--- config.mk ---
export PLATFORM = sky130hd
export DESIGN_NAME = z80_io_port_bank
export DESIGN_NICKNAME = d
export VERILOG_FILES = /design/src/rtl/z80_bus_pkg.sv /design/src/rtl/z80_wait_gen.sv /design/src/rtl/z80_io_port_bank.sv
export SDC_FILE = /design/constraint.sdc
export NUM_CORES = 1
export LEC_CHECK = 0
export CAP_MARGIN = 20
export CORE_MARGIN = 2
export CORE_UTILIZATION = 38
export CTS_CLUSTER_DIAMETER = 30
export DETAILED_ROUTE_END_ITERATION = 6
export GPL_ROUTABILITY_DRIVEN = 0
export PLACE_DENSITY_LB_ADDON = 0.08
export SYNTH_ARGS = -nofsm -noshare
export SYNTH_HDL_FRONTEND = slang
export SYNTH_SLANG_ARGS = --single-unit
--- constraint.sdc ---
create_clock -name i_clk -period 2.2 [get_ports i_clk]
set_input_delay 0.44 -clock i_clk [delete_from_list [all_inputs] [get_ports i_clk]]
set_output_delay 0.44 -clock i_clk [all_outputs]
set_load 0.02 [all_outputs]
--- src/rtl/z80_bus_pkg.sv ---
// Shared Z80 I/O bus types and address-decode helper.
package z80_bus_pkg;

  // Bus-cycle sequencer states for the I/O port bank.
  typedef enum logic [1:0] {
    StIdle   = 2'd0,
    StWait   = 2'd1,
    StAccess = 2'd2,
    StDone   = 2'd3
  } io_state_t;

  // True when addr falls in [base, base+n); with decode16=0 only the low byte is compared,
  // so the window wraps modulo 256.
  function automatic logic io_hit(input logic [15:0] addr, input logic [15:0] base,
                                  input int unsigned n, input logic decode16);
    logic [15:0] off;
    off = addr - base;
    if (!decode16) begin
      off[15:8] = 8'h00;
    end
    return (32'(off) < n);
  endfunction

endpackage

--- src/rtl/z80_wait_gen.sv ---
// Loadable down-counter that holds Z80 WAIT low for a programmed number of clocks.
module z80_wait_gen (
  input  logic       i_clk,
  input  logic       i_reset_n,
  input  logic       i_load,
  input  logic [3:0] i_load_val,
  input  logic       i_abort,
  output logic       o_wait_n,
  output logic       o_done
);

  logic       active_q;
  logic [3:0] cnt_q;
  logic       wait_n_q;

  // Count down while active; WAIT is released on the same edge the count expires.
  always_ff @(posedge i_clk or negedge i_reset_n) begin
    if (!i_reset_n) begin
      active_q <= 1'b0;
      cnt_q    <= 4'd0;
      wait_n_q <= 1'b1;
    end else if (i_abort) begin
      active_q <= 1'b0;
      wait_n_q <= 1'b1;
    end else if (i_load) begin
      active_q <= 1'b1;
      cnt_q    <= i_load_val;
      wait_n_q <= 1'b0;
    end else if (active_q) begin
      if (cnt_q == 4'd0) begin
        active_q <= 1'b0;
        wait_n_q <= 1'b1;
      end else begin
        cnt_q <= cnt_q - 4'd1;
      end
    end
  end

  // Done flags the last wait cycle so the sequencer can leave WAIT on the release edge.
  always_comb begin
    o_done = active_q && (cnt_q == 4'd0);
  end

  assign o_wait_n = wait_n_q;

endmodule

--- src/rtl/z80_io_port_bank.sv ---
// Bank of 8-bit Z80 I/O port registers with window decode, wait states and write strobes.
module z80_io_port_bank
  import z80_bus_pkg::*;
#(
  parameter int unsigned          NUM_PORTS   = 4,
  parameter logic [15:0]          BASE_ADDR   = 16'h00E0,
  parameter bit                   DECODE_16   = 1'b0,
  parameter logic [NUM_PORTS-1:0] INPUT_MASK  = '0,
  parameter int unsigned          WAIT_STATES = 0,
  parameter logic [7:0]           RESET_VAL   = 8'h00
) (
  input  logic                   i_clk,
  input  logic                   i_reset_n,
  input  logic                   i_iorq_n,
  input  logic                   i_m1_n,
  input  logic                   i_rd_n,
  input  logic                   i_wr_n,
  input  logic [15:0]            i_addr,
  input  logic [7:0]             i_din,
  output logic [7:0]             o_dout,
  output logic                   o_dout_en,
  output logic                   o_wait_n,
  input  logic [NUM_PORTS*8-1:0] i_port_in,
  output logic [NUM_PORTS*8-1:0] o_port_out,
  output logic [NUM_PORTS-1:0]   o_wr_stb
);

  localparam int unsigned IdxW     = (NUM_PORTS > 1) ? $clog2(NUM_PORTS) : 1;
  localparam logic [3:0]  WaitLoad = (WAIT_STATES > 0) ? 4'(WAIT_STATES - 1) : 4'd0;

  io_state_t                   state_q, state_d;
  logic [IdxW-1:0]             idx_q, bus_idx, acc_idx;
  logic                        rd_q, acc_rd;
  logic                        hit, commit;
  logic                        wait_load, wait_abort, wait_done;
  logic [NUM_PORTS-1:0][7:0]   port_q;
  logic [7:0]                  rd_data;
  logic [7:0]                  dout_q;
  logic                        dout_en_q;
  logic [NUM_PORTS-1:0]        stb_q;

  // Interrupt acknowledge (M1 low with IORQ) is never decoded.
  always_comb begin
    hit     = !i_iorq_n && i_m1_n && (!i_rd_n || !i_wr_n) &&
              io_hit(i_addr, BASE_ADDR, NUM_PORTS, DECODE_16);
    bus_idx = i_addr[IdxW-1:0] - BASE_ADDR[IdxW-1:0];
    // With no wait states the access commits on the hit edge, before idx/dir are latched.
    acc_idx = (state_q == StIdle) ? bus_idx : idx_q;
    acc_rd  = (state_q == StIdle) ? !i_rd_n : rd_q;
  end

  // Next-state logic; commit marks the edge that enters ACCESS so read latency is 1+WAIT_STATES.
  always_comb begin
    state_d    = state_q;
    wait_load  = 1'b0;
    wait_abort = 1'b0;
    commit     = 1'b0;
    unique case (state_q)
      StIdle: begin
        if (hit) begin
          if (WAIT_STATES > 0) begin
            state_d   = StWait;
            wait_load = 1'b1;
          end else begin
            state_d = StAccess;
            commit  = 1'b1;
          end
        end
      end
      StWait: begin
        if (i_iorq_n) begin
          state_d    = StIdle;
          wait_abort = 1'b1;
        end else if (wait_done) begin
          state_d = StAccess;
          commit  = 1'b1;
        end
      end
      StAccess: state_d = StDone;
      StDone:   if (i_iorq_n) state_d = StIdle;
      default:  state_d = StIdle;
    endcase
  end

  // Read mux: input ports return the external value, output ports their register.
  always_comb begin
    rd_data = 8'h00;
    for (int k = 0; k < int'(NUM_PORTS); k++) begin
      if (acc_idx == IdxW'(k)) begin
        rd_data = INPUT_MASK[k] ? i_port_in[k*8 +: 8] : port_q[k];
      end
    end
  end

  // Sequencer state and the port/direction captured at the hit.
  always_ff @(posedge i_clk or negedge i_reset_n) begin
    if (!i_reset_n) begin
      state_q <= StIdle;
      idx_q   <= '0;
      rd_q    <= 1'b0;
    end else begin
      state_q <= state_d;
      if (state_q == StIdle && hit) begin
        idx_q <= bus_idx;
        rd_q  <= !i_rd_n;
      end
    end
  end

  // Port registers and single-cycle strobes; writes to input ports are dropped.
  always_ff @(posedge i_clk or negedge i_reset_n) begin
    if (!i_reset_n) begin
      port_q <= {NUM_PORTS{RESET_VAL}};
      stb_q  <= '0;
    end else begin
      for (int k = 0; k < int'(NUM_PORTS); k++) begin
        stb_q[k] <= 1'b0;
        if (commit && !acc_rd && acc_idx == IdxW'(k) && !INPUT_MASK[k]) begin
          port_q[k] <= i_din;
          stb_q[k]  <= 1'b1;
        end
      end
    end
  end

  // Read data is held until IORQ rises in DONE.
  always_ff @(posedge i_clk or negedge i_reset_n) begin
    if (!i_reset_n) begin
      dout_q    <= 8'h00;
      dout_en_q <= 1'b0;
    end else if (commit && acc_rd) begin
      dout_q    <= rd_data;
      dout_en_q <= 1'b1;
    end else if (state_q == StDone && i_iorq_n) begin
      dout_en_q <= 1'b0;
    end
  end

  z80_wait_gen u_wait_gen (
    .i_clk      (i_clk),
    .i_reset_n  (i_reset_n),
    .i_load     (wait_load),
    .i_load_val (WaitLoad),
    .i_abort    (wait_abort),
    .o_wait_n   (o_wait_n),
    .o_done     (wait_done)
  );

  assign o_dout     = dout_q;
  assign o_dout_en  = dout_en_q;
  assign o_port_out = port_q;
  assign o_wr_stb   = stb_q;

endmodule

== After elaboration in Yosys (flattened, before gate mapping) ==
Index checks and enable logic that the tools add are counted.
W data, S select, Z words.
Word-level totals
  input bits: 62
  flip-flop bits (word level): 56
  RAM bits: 0
  word-level logic and storage cells: 82
  latch bits: 0
  memories kept: 0
  bits in read-only memories: 0
Cells by class
  div/mod/pow operators: 0
  $mul: 0
  order comparisons: 1
  shift-type cells: 0
  add/subtract/negate cells: 2
  eq/ne operators: 9
  bitwise gates (word level): 2
  muxes and demuxes: 29
  reductions and logical operators: 26
Operator list (count)
  $mux W8: 4
  $mux W1: 18
  $logic_and A1 B1 Y1: 12
  $mux W2: 5
  $eq A2 B2 Y1 const B: 4
  $lt A8 B3 Y1 const B: 1
  $pmux W2 S4: 1
  $sub A8 B8 Y8 const B: 1
  $reduce_and A3 Y1: 2
  $reduce_bool A2 Y1: 3
  $eq A2 B1 Y1 const B: 2
  $logic_not A1 Y1: 4
  $logic_not A2 Y1: 2
  $logic_not A4 Y1: 1
  $ne A2 B2 Y1 const B: 2
  $sub A4 B1 Y4 const B: 1
  $ne A3 B2 Y1 const B: 1
  $not A1 Y1: 2
  $pmux W1 S2: 1
  $reduce_and A2 Y1: 1
  $logic_or A1 B1 Y1: 1

== Logic depth before layout (Yosys ltp) ==
Gate-level depths: netlist of the first run.
  depth in word-level cells: 9
  gate-level depth with buffers: 8

== By module ==
Synthesis of the first run repeated with hierarchy kept, for this count alone.
Unflattened totals
  cells, all modules: 224
  area total of the unflattened synthesis: 2706.3 sq um
By module, submodules not included
  z80_io_port_bank: times used 1, area an instance 2342.2 sq um, seq. area each 1251.2 sq um, cells an instance 189
  z80_wait_gen: times used 1, area an instance 364.1 sq um, seq. area each 151.4 sq um, cells an instance 35

== Worst setup path after synthesis of the first run ==
OpenSTA, ideal clock, no wires.
  path type: input to register
  from: input port i_addr[5]
  to: register dout_q[6] (netlist: o_dout[6])
  arrival time: 1984 ps
  stages on the path: 6
  path buffers: 0
  slack: 89 ps
  setup time: 128 ps
  cells stage by stage: ha_1 -> nor3b_1 -> nand4_1 -> o21ai_4 -> nand2_2 -> mux2_1
Between the ends
  word-level cells in the longest chain between the ends: 6
Ends and longest elaborated chain
  from (decl): line z80_io_port_bank.sv:18  | input logic [15:0] i_addr,
  $sub A8 B8 Y8: line z80_bus_pkg.sv:17  | off = addr - base;
  $lt A8 B3 Y1: line z80_bus_pkg.sv:21  | return (32'(off) < n);
  $logic_and A1 B1 Y1: line z80_io_port_bank.sv:44  | hit = !i_iorq_n && i_m1_n && (!i_rd_n || !i_wr_n) &&
  $mux W1: line z80_io_port_bank.sv:60  | if (hit) begin
  $pmux W1 S2: line z80_io_port_bank.sv:58  | unique case (state_q)
  $logic_and A1 B1 Y1: line z80_io_port_bank.sv:131  | end else if (commit && acc_rd) begin
  to (signal assigned): line z80_io_port_bank.sv:132  | dout_q <= rd_data;
  to (decl): line z80_io_port_bank.sv:38  | logic [7:0] dout_q;
No other way between the ends.
A chain may end at the register's enable or synchronous reset.

== Worst setup path in the final report of the first run ==
  from: register u_wait_gen.cnt_q[0]
  to: register port_q (netlist bit o_port_out[10])
Between the ends
  word-level cells in the longest chain between the ends: 7
Ends and longest elaborated chain
  from (decl): line z80_wait_gen.sv:13  | logic [3:0] cnt_q;
  from (signal assigned): line z80_wait_gen.sv:27  | cnt_q <= i_load_val;
  from (signal assigned): line z80_wait_gen.sv:34  | cnt_q <= cnt_q - 4'd1;
  $logic_not A4 Y1: line z80_wait_gen.sv:41  | o_done = active_q && (cnt_q == 4'd0);
  $logic_and A1 B1 Y1: line z80_wait_gen.sv:41
  $mux W1: line z80_io_port_bank.sv:74  | end else if (wait_done) begin
  $mux W1: line z80_io_port_bank.sv:71  | if (i_iorq_n) begin
  $pmux W1 S2: line z80_io_port_bank.sv:58
  $logic_and A1 B1 Y1 (2 in series): line z80_io_port_bank.sv:118  | if (commit && !acc_rd && acc_idx == IdxW'(k) && !INPUT_MASK[k]) begin
  to (signal assigned): line z80_io_port_bank.sv:113  | port_q <= {NUM_PORTS{RESET_VAL}};
  to (signal, indexed assignment): line z80_io_port_bank.sv:119  | port_q[k] <= i_din;
  to (decl): line z80_io_port_bank.sv:36  | logic [NUM_PORTS-1:0][7:0] port_q;
No other way between the ends.

==> metrics.txt, run 1 <==
status complete, but fails checks; failing checks design-rule violations; Row Count 29; CTS Hold Bufs 0; Mean Syn Cell Area 12.7 sq um; PwrDens 643 mW/mm^2; worst skew pair latency 310 ps; Die Area 0.00735 sq mm; vias per cell 5.13; via count of the first global-routing pass 1844; H-tree levels 2; global-route wire length before repair 9740 microns; f_max 485 MHz; largest net degree at the start of global routing 29; Sum Neg Setup Slack 0 ps; WL final 5970 microns; placed cells 348; combinational share of power 23.1%; clk slew on worst S/H paths 100 ps; Clock power frac 29.7%; n_diodes 0; Sequential Power Share 47.2%; P_sw 665 uW; net count after synthesis 265; area occupied by multi-input gates 0.00114 sq mm; Critical Path AT 2260 ps; Final Hold Fails 0; root buf cell clkbuf_8; die height 85.7 microns; CTS tree built; area grow syn2layout 39.7%; total gr overflow 0; crit path launch type flop; Leak 0.00168 uW; Critical Path End Type flop; number of synthesized flops with an enable pin 0; final non-filler cell total 359; All-Layer GR Usage 17.3%; FF/Latch Area 0.00138 sq mm; Top Ports 108; total of max-cap violations 0; Seq/Total Area, Yosys 54.2%; commonest cells after routing, fill and taps aside clkdlybuf4s50_1, dfrtp_1, mux2_2; Async SR Flop Fraction 100%; CTS Buf Count 5; initial antenna violation count 0; ys flop type dfrtp_1; fin crit share 93.7%; drt drc 5; effective utilization at floorplan 39.5%; dpl hpwl 4040 microns; min Tclk post-route 2060 ps; Fin Clk Skew 7.68 ps; final net count 346; commonest non-fill, non-tap cell in the layout clkdlybuf4s50_1; DR pass1 iterations 7; synth warn 0; unrepaired setup endpoints after global routing no; ANT nets after route 0; maximum vdd drop 0.398 mV; DR vias 1841; FF+latch count, synth 55; Setup CP Type flop to flop; share of cells above drive strength 1 28.0%; Setup violations, final 0; Longest Clk Path Bufs 2; synthesized cell area 0.00254 sq mm; cell internal pwr 1620 uW; sw frac 29.1%; Hold Crit Class input port to async pin; routed len/inst 16.6 microns; Die W 85.7 microns; crit path max fanout 8; Iteration-0 DRC Markers 103; Required @ worst endpoint 2400 ps; port bufs 66; cell count after synthesis 200; Synth cell types 30; fill cell count 580; Final Max Tran Viols 0; core box area 0.00642 sq mm; CTS sink count 55
[area by class of cell]
type                       count  share of cell area (%)
clock inverter                 2                    1.09
clock buffer                   6                    2.05
sequential                    55                    38.8
timing repair buffer          80                    22.6
multi-input combinational    134                    32.2
inverter                       5                   0.529
tap                           77                    2.72
[stage by stage]
stage | hold slack, ps | power (uW) | utilization (%) | area, sq um | setup slack, ps
2_1_floorplan | 144 | 1390 | - | 2540 | 88.8
3_3_place_gp | 461 | 1610 | 52.6 | 3380 | -417
3_5_place_dp | 468 | 1610 | 52.6 | 3380 | -432
4_1_cts | 141 | 2310 | 54.8 | 3520 | 11.7
5_1_grt | 156 | 2400 | 55.2 | 3550 | 9.72
6_report | 135 | 2280 | 55.2 | 3550 | 138
[state kept, by name (all words and copies together), names as in the netlist]
register,flops
rd_q,1
o_dout_en,1
u_wait_gen.cnt_q,4
idx_q,2
u_wait_gen.active_q,1
o_dout,8
state_q,2
o_wr_stb,4
o_port_out,32
[power by group through the flow]
stage          clock [uW]  combinational [uW]  sequential (uW)
2_1_floorplan           0                 285             1110
3_3_place_gp            0                 514             1100
3_5_place_dp            0                 518             1100
4_1_cts               703                 528             1080
5_1_grt               735                 580             1080
6_report              678                 527             1080
[worst max-delay path: stages, from the launching register on]
cell and delay (ps):
dfrtp_1 390, inv_1 110, ha_1 160, nor3b_2 230, nand4_1 200, o21ai_4 120
buf_12 160, nand4_4 200, mux2_4 370
[cells in the mapped netlist, drive strengths merged, types with 3 or more instances]
cell | instances | area, sq um
xnor2 | 4 | 35.0
a21oi | 18 | 90.1
nand4 | 6 | 97.6
nor2 | 3 | 11.3
buf | 7 | 45.0
mux2 | 44 | 495
ha | 3 | 37.5
a22oi | 8 | 60.1
mux2i | 3 | 33.8
inv | 5 | 18.8
dfrtp | 55 | 1380
o21ai | 5 | 36.3
nand2 | 25 | 96.4
[logic make-up after synthesis]
kind of cell             synth area share (%)
XOR/XNOR                                 1.38
AO/OA/AOI/OAI                            8.23
other                                   0.148
flip-flops                               54.2
adder cells (fa/ha/maj)                  1.48
AND/OR/NAND/NOR                          11.0
multiplexers                             20.8
buffers and inverters                    2.71
[timing repair]
action | 4_1_cts | 5_1_grt
gates cloned | 1 | 1
resized for setup | 5 | 5
setup endpoints to repair | 40 | 40
pin swaps | 4 | 3
buffers inserted | 1 | 0
endpoints found under the hold margin | 0 | 0
[worst paths after layout]
kind / startpoint / to / slack [ps] / depth (start not counted)
worst max-delay path: u_wait_gen.cnt_q[0] / o_port_out[10] / 140 / 8
max in group asynchronous: i_reset_n / o_dout_en / 1780 / 2
worst min register to register: o_dout_en / o_dout_en / 480 / 2
min in group i_clk: o_dout_en / o_dout_en / 480 / 2
worst max register to register: u_wait_gen.cnt_q[0] / o_port_out[10] / 140 / 8
worst min-delay path: i_reset_n / o_dout[7] / 140 / 2
[layer usage]
metal / share of wire, % / vias up / global-route usage (%)
met5: 0 / - / 0
met4: 1.0 / 0 / 4.33
met3: 5.0 / 4 / 4.04
met2: 47 / 50 / 27.1
met1: 47 / 908 / 24.4
li1: - / 879 / -
Note: power is estimated with default switching activity, not from simulation.
==> inputs of run 2 (changes only) <==
GPL_TIMING_DRIVEN = 0   (was not set)
==> run 2 against run 1 <==
  * The run still ends with design-rule violations left
  * Core utilization fell by 0.16 points
  * Critical endpoint is now o_port_out[7]
  * Non-clock buffer count fell by 1
  * Clock skew rose by 1.6 ps
  * Setup slack got worse by 26 ps
  * Die area did not move
  * Critical path depth fell by 1
==> metrics.txt, run 2 (synthesized netlist as in run 1, its figures left out) <==
status complete, but fails checks; failing checks design-rule violations; core box area 0.00642 sq mm (unchanged); worst r2r path cells 8 (unchanged); Leak 0.00165 uW (-2.0%); Sum Neg Setup Slack 0 ps (unchanged); Required @ worst endpoint 2400 ps (about the same); family with the most delay on the worst path simple AND/OR/NAND/NOR gates; final net count 344 (-0.58%); area occupied by multi-input gates 0.00115 sq mm (+0.66%); Setup violations, final 0 (unchanged); total of max-cap violations 0 (unchanged); Clock power frac 29.1% (-0.6 points); Worst Max-Slew Pin Slew 631 ps; fill cell count 569 (-1.9%); DP Area 0.00331 sq mm (-1.9%); post-layout util 55.1% (-0.16 points); CTS sink count 55 (unchanged); vias per cell 5.23 (+2.0%); crit path launch type input port; Die W 85.7 microns (unchanged); die height 85.7 microns (unchanged); clk slew on worst S/H paths 100 ps (about the same); Critical R2R Launch state_q[0]; WP depth 7 (-1); PwrDens 653 mW/mm^2 (+1.6%); P_sw 684 uW (+2.9%); maximum vdd drop 0.320 mV (-20%); CTS tree built; setup ws final 112 ps (-26.4 ps); via count of the first global-routing pass 1830 (-0.76%); number of flip-flops in the largest register 32 (unchanged); root buf cell clkbuf_8; largest net degree at the start of global routing 30 (+3.4%); CP startpoint i_addr[2]; ANT nets after route 0 (unchanged); Worst R2R End o_port_out[7]; crit path max fanout 8 (unchanged); FF/Latch Area 0.00138 sq mm (unchanged); global-route wire length before repair 9770 microns (+0.36%); unrepaired setup endpoints after global routing no; Final Max Tran Viols 0 (unchanged); fin crit share 94.9% (+1.2 points); combinational share of power 24.7% (+1.6 points); Hold Crit Class input port to async pin; n_diodes 0 (unchanged); effective utilization at floorplan 39.5% (unchanged); Final Instance Area 0.00354 sq mm (-0.28%); total gr overflow 0 (unchanged); Fin Clk Skew 9.31 ps (+1.63 ps); f_max 479 MHz (-1.3%); sw frac 29.6% (+0.45 points); Critical Path AT 2290 ps (+30 ps); port bufs 66 (unchanged); Final Hold Fails 0 (unchanged); Row Count 29 (unchanged); worst skew pair latency 310 ps (about the same); Die Area 0.00735 sq mm (unchanged); commonest non-fill, non-tap cell in the layout clkdlybuf4s50_1; CTS Buf Count 5 (unchanged); area grow syn2layout 39.3%; DR vias 1868 (+1.5%); All-Layer GR Usage 17.5% (+0.13 points); Setup CP Type input port to flop; pre-CTS WS -661 ps (-229 ps); final hold slack 139 ps (+3.63 ps); R2R Setup Slk 120 ps (-20 ps); CP Cell Sequence clkdlybuf4s50_1, nor4b_2, nand4_1, o21ai_4, buf_12, nand4_4, mux2_4; CP peak stage delay 420 ps (+30 ps); Longest Clk Path Bufs 2 (unchanged); H-tree levels 2 (unchanged); CP bufs+invs 2 (unchanged); Critical Path End Type flop; routed len/inst 17.0 microns (+2.0%); WL final 6060 microns (+1.4%); Top Ports 108 (unchanged); Worst path slowest cell clkdlybuf4s50_1; cell internal pwr 1630 uW (+0.66%); initial antenna violation count 0 (unchanged); Iteration-0 DRC Markers 86 (-17%); dpl hpwl 4040 microns (+0.11%); drt drc 5 (unchanged); DR pass1 iterations 7 (unchanged); min Tclk post-route 2090 ps (+26.4 ps); CP Capture Point o_port_out[7]; commonest cells after routing, fill and taps aside clkdlybuf4s50_1, dfrtp_1, mux2_2; Sequential Power Share 46.2% (-1.0 points); slew margin rel. 57.9%; share of cells above drive strength 1 28.6% (+0.56 points)
-- run 2: changes by cell type in the layout (fill, tap and decap cells not counted), sizes merged --
| cell | previous run | this run |
|---|---|---|
| buf | 15 | 13 |
| clkinv | 0 | 2 |
| dlygate4sd2 | 2 | 3 |
| inv | 6 | 5 |
| clkdlybuf4s50 | 60 | 62 |
| dlymetal6s2s | 3 | 0 |
| nand4 | 8 | 7 |
-- run 2: worst min-delay path by stage --
| stage | slack (ps) | cells after the start | to | startpoint |
|---|---|---|---|---|
| 4_1_cts | 150 | 1 | o_port_out[10] | i_reset_n |
| 2_1_floorplan | 140 | 0 | idx_q[0] | i_reset_n |
| 6_report | 140 | 1 | state_q[0] | i_reset_n |
| 3_3_place_gp | 460 | 2 | o_dout_en | o_dout_en |
| 3_5_place_dp | 470 | 1 | u_wait_gen.cnt_q[3] | u_wait_gen.cnt_q[3] |
| 5_1_grt | 170 | 1 | o_port_out[10] | i_reset_n |
-- run 2: layout make-up --
| class | count | share of cell area [%] |
|---|---|---|
| Buffer | 7 | 1.41 |
| Clock buffer | 5 | 1.95 |
| Clock inverter | 3 | 1.24 |
| Inverter | 5 | 0.531 |
| Multi-Input combinational cell | 133 | 32.5 |
| Sequential cell | 55 | 38.9 |
| Tap cell | 77 | 2.72 |
| Timing Repair Buffer | 72 | 20.8 |
-- run 2: per-stage QoR --
| stage | power [uW] | instances |
|---|---|---|
| 2_1_floorplan | 1390 | 200 |
| 3_3_place_gp | 1590 | 343 |
| 3_5_place_dp | 1590 | 344 |
| 4_1_cts | 2330 | 358 |
| 5_1_grt | 2440 | 357 |
| 6_report | 2310 | 357 |
-- run 2: power by group through the flow --
stage | registers, uW | logic (uW) | clock network, uW
3_5_place_dp | 1090 | 501 | 0
2_1_floorplan | 1110 | 285 | 0
5_1_grt | 1070 | 623 | 745
3_3_place_gp | 1090 | 501 | 0
4_1_cts | 1070 | 565 | 694
6_report | 1070 | 570 | 673
-- run 2: per-layer routing --
metal	vias up	GRT usage (%)	share of wire (%)
li1	877	-	-
met1	939	24.9	48
met4	0	4.33	1.0
met2	45	26.8	46
met5	-	0	0
met3	7	4.33	4.8
-- run 2: timing repair --
item / CTS / global route
cloned: 1 / 0
buffers inserted: 5 / 0
endpoints found under the hold margin: 0 / 0
setup endpoints to repair: 44 / 34
hold buffers: 0 / 0
resized for setup: 10 / 4
pin swaps: 4 / 4
==> inputs of run 3 (changes only) <==
ABC_AREA = 1   (was not set)
CORE_MARGIN = not set   (was 2)
CORE_UTILIZATION = 39   (was 38)
RECOVER_POWER = 50   (was not set)
==> run 3 against run 2 <==
  * The flow now finishes without violations
  * Die area shrank 0.12%
  * Global-route usage grew 2.6 points
  * Maximum frequency grew 6.1%
  * Largest cell class unchanged
  * Largest power group unchanged
  * Register-to-register slack gained 370 ps
  * Highest routed layer unchanged
  * First-iteration DRC count grew 57%
==> metrics.txt, run 3 <==
status complete, no violations; Die Area 0.00734 sq mm (-0.12%); Setup violations, final 0 (unchanged); initial antenna violation count 0 (unchanged); final non-filler cell total 493 (+38%); fin crit share 89.4% (-5.5 points); min Tclk post-route 1970 ps (-121 ps); H-tree levels 2 (unchanged); Worst Max-Slew Pin Slew 966 ps (+335 ps); top cells by count, synth nand2_1, dfrtp_1, nand4_1; worst r2r path cells 9 (+1); root buf cell clkbuf_8; number of synthesized flops with an enable pin 0 (unchanged); Async SR Flop Fraction 100% (unchanged); post-layout util 53.4% (-1.7 points); Fin Clk Skew 9.89 ps (+0.582 ps); number of flip-flops in the largest register 32 (unchanged); CTS sink count 55 (unchanged); synth warn 0 (unchanged); Critical Path AT 2170 ps (-120 ps); slew margin rel. 35.6% (-22 points); dpl hpwl 5370 microns (+33%); Row Count 30 (+3.4%); DR vias 2450 (+31%); crit path max fanout 10 (+2); crit path launch type input port; Setup CP Type input port to flop; via count of the first global-routing pass 2271 (+24%); die height 85.7 microns (about the same); final hold slack 225 ps (+86.7 ps); total of max-cap violations 0 (unchanged); Die W 85.7 microns (about the same); Worst path slowest cell clkdlybuf4s50_1; drt drc 0 (-5); ANT nets after route 0 (unchanged); f_max 508 MHz (+6.1%); synthesized cell area 0.00273 sq mm (+7.6%); fill cell count 669 (+18%); Final Hold Fails 0 (unchanged); worst skew pair latency 310 ps (about the same); vias per cell 4.97 (-5.0%); net count after synthesis 387 (+46%); commonest non-fill, non-tap cell in the layout nand2_1; clk slew on worst S/H paths 100 ps (about the same); Worst R2R End o_port_out[4]; Mean Syn Cell Area 8.48 sq um (-33%); Leak 0.00183 uW (+11%); PwrDens 684 mW/mm^2 (+4.7%); routed len/inst 14.3 microns (-16%); effective utilization at floorplan 40.2% (+0.67 points); unrepaired setup endpoints after global routing no; post-synth top area share 50.4% (-3.8 points); ys flop type dfrtp_1; Seq/Total Area, Yosys 50.4% (-3.8 points); R2R Setup Slk 490 ps (+370 ps); All-Layer GR Usage 20.1% (+2.6 points); Top Ports 108 (unchanged); CTS Buf Count 5 (unchanged); Critical Path End Type flop; final net count 461 (+34%); synth top area cells dfrtp_1, nand2_1, nand4_1, nand3_1, inv_1; cell count after synthesis 322 (+61%); placed cells 485 (+41%); WL final 7050 microns (+16%); count leader, synth nand2_1; maximum vdd drop 0.297 mV (-7.0%); Yosys top cell by area dfrtp_1; FF+latch count, synth 55 (unchanged); Final Instance Area 0.00363 sq mm (+2.5%); DR pass1 iterations 4 (-3); Synth cell types 22 (-27%); total gr overflow 0 (unchanged); CP Cell Sequence clkdlybuf4s50_1, ha_1, nor2_1, nand2_1, nor2_2, nand3_4, nand2_8, nand3_2, nand2_1, nand2_1; global-route wire length before repair 11400 microns (+16%); CP peak stage delay 420 ps (about the same); DP Area 0.00353 sq mm (+6.5%); Hold Crit Class input port to async pin; port bufs 66 (unchanged); Crit path top cell by count nand2_1; Longest Clk Path Bufs 2 (unchanged); area grow syn2layout 32.8%; CTS Hold Bufs 0 (unchanged); commonest cells after routing, fill and taps aside nand2_1, dfrtp_1, clkdlybuf4s50_1; CTS tree built; largest net degree at the start of global routing 40 (+33%); Critical R2R Launch u_wait_gen.cnt_q[0]; Iteration-0 DRC Markers 135 (+57%); n_diodes 0 (unchanged); Sum Neg Setup Slack 0 ps (unchanged); core box area 0.00679 sq mm (+5.8%); Final Max Tran Viols 0 (unchanged); share of cells above drive strength 1 11.1% (-17 points); Required @ worst endpoint 2410 ps (about the same)
-- run 3: cell types whose count changed after synthesis, moves of 5 or more --
cell	change
nand3_2	+5
a21oi_1	-18
nand3_1	+27
buf_4	+5
inv_1	+14
nand2_1	+96
nand4_1	+39
a22oi_1	-8
mux2_2	-42
-- run 3: critical path: cells and delay by family --
| family | cells | cell delay, ps |
|---|---|---|
| fa+ha+maj | 1 | 300 |
| simple gates | 8 | 990 |
| buf+inv | 1 | 420 |
-- run 3: area by class of cell --
cell class / count / area [sq um] / area share (%)
Buffer: 14 / 105 / 2.90
Clock buffer: 6 / 72.6 / 2.00
Clock inverter: 2 / 16.3 / 0.449
Inverter: 21 / 78.8 / 2.17
Multi-Input combinational cell: 232 / 1200 / 33.0
Sequential cell: 55 / 1380 / 38.0
Tap cell: 96 / 120 / 3.31
Timing Repair Buffer: 67 / 659 / 18.2
-- run 3: per-stage QoR --
| stage | total power [uW] | worst slack, ps |
|---|---|---|
| global placement | 1920 | -1060 |
| floorplan | 1680 | 522 |
| CTS | 2490 | 117 |
| detailed placement | 1930 | -207 |
| global route | 2630 | 32.5 |
| finish | 2480 | 233 |
-- run 3: how the worst max path moves through the flow --
stage | start | end | cells after the start
2_1_floorplan | i_addr[5] | o_port_out[0] | 9
3_3_place_gp | i_reset_n | o_wr_stb[1] | 1
3_5_place_dp | i_addr[5] | o_port_out[4] | 10
4_1_cts | i_addr[5] | o_port_out[24] | 10
5_1_grt | i_addr[5] | o_port_out[3] | 10
6_report | i_addr[5] | o_port_out[4] | 10
-- run 3: cell families (layout without fill, tap and decap cells) --
kind of cell    Yosys count  in the layout  synth area share (%)
other cells               1              1                 0.137
flops                    55             55                  50.4
simple gates            215            215                  38.0
buf+inv                  35            110                  6.73
xor+xnor                  3              3                 0.962
compound gates           10             10                  2.38
fa+ha+maj                 3              3                  1.37
-- run 3: routing by layer --
metal / share of wire (%) / vias to the layer above / GRT usage (%)
li1: - / 1220 / -
met1: 50 / 1162 / 29.5
met2: 45 / 58 / 29.9
met3: 4.1 / 10 / 3.66
met4: 1.6 / 0 / 6.67
met5: 0 / - / 0
-- run 3: where the power goes --
part | internal (uW) | switching, uW | leakage [uW]
clock network | 229 | 336 | 0.0000418
registers | 1040 | 49.3 | 0.000748
logic | 255 | 568 | 0.00104
total | 1530 | 953 | 0.00183
-- run 3: what timing repair did --
action	4_1_cts	5_1_grt
endpoints found under the setup margin	0	24
buffers inserted	0	0
endpoints found under the hold margin	0	0
gates resized for setup	0	4
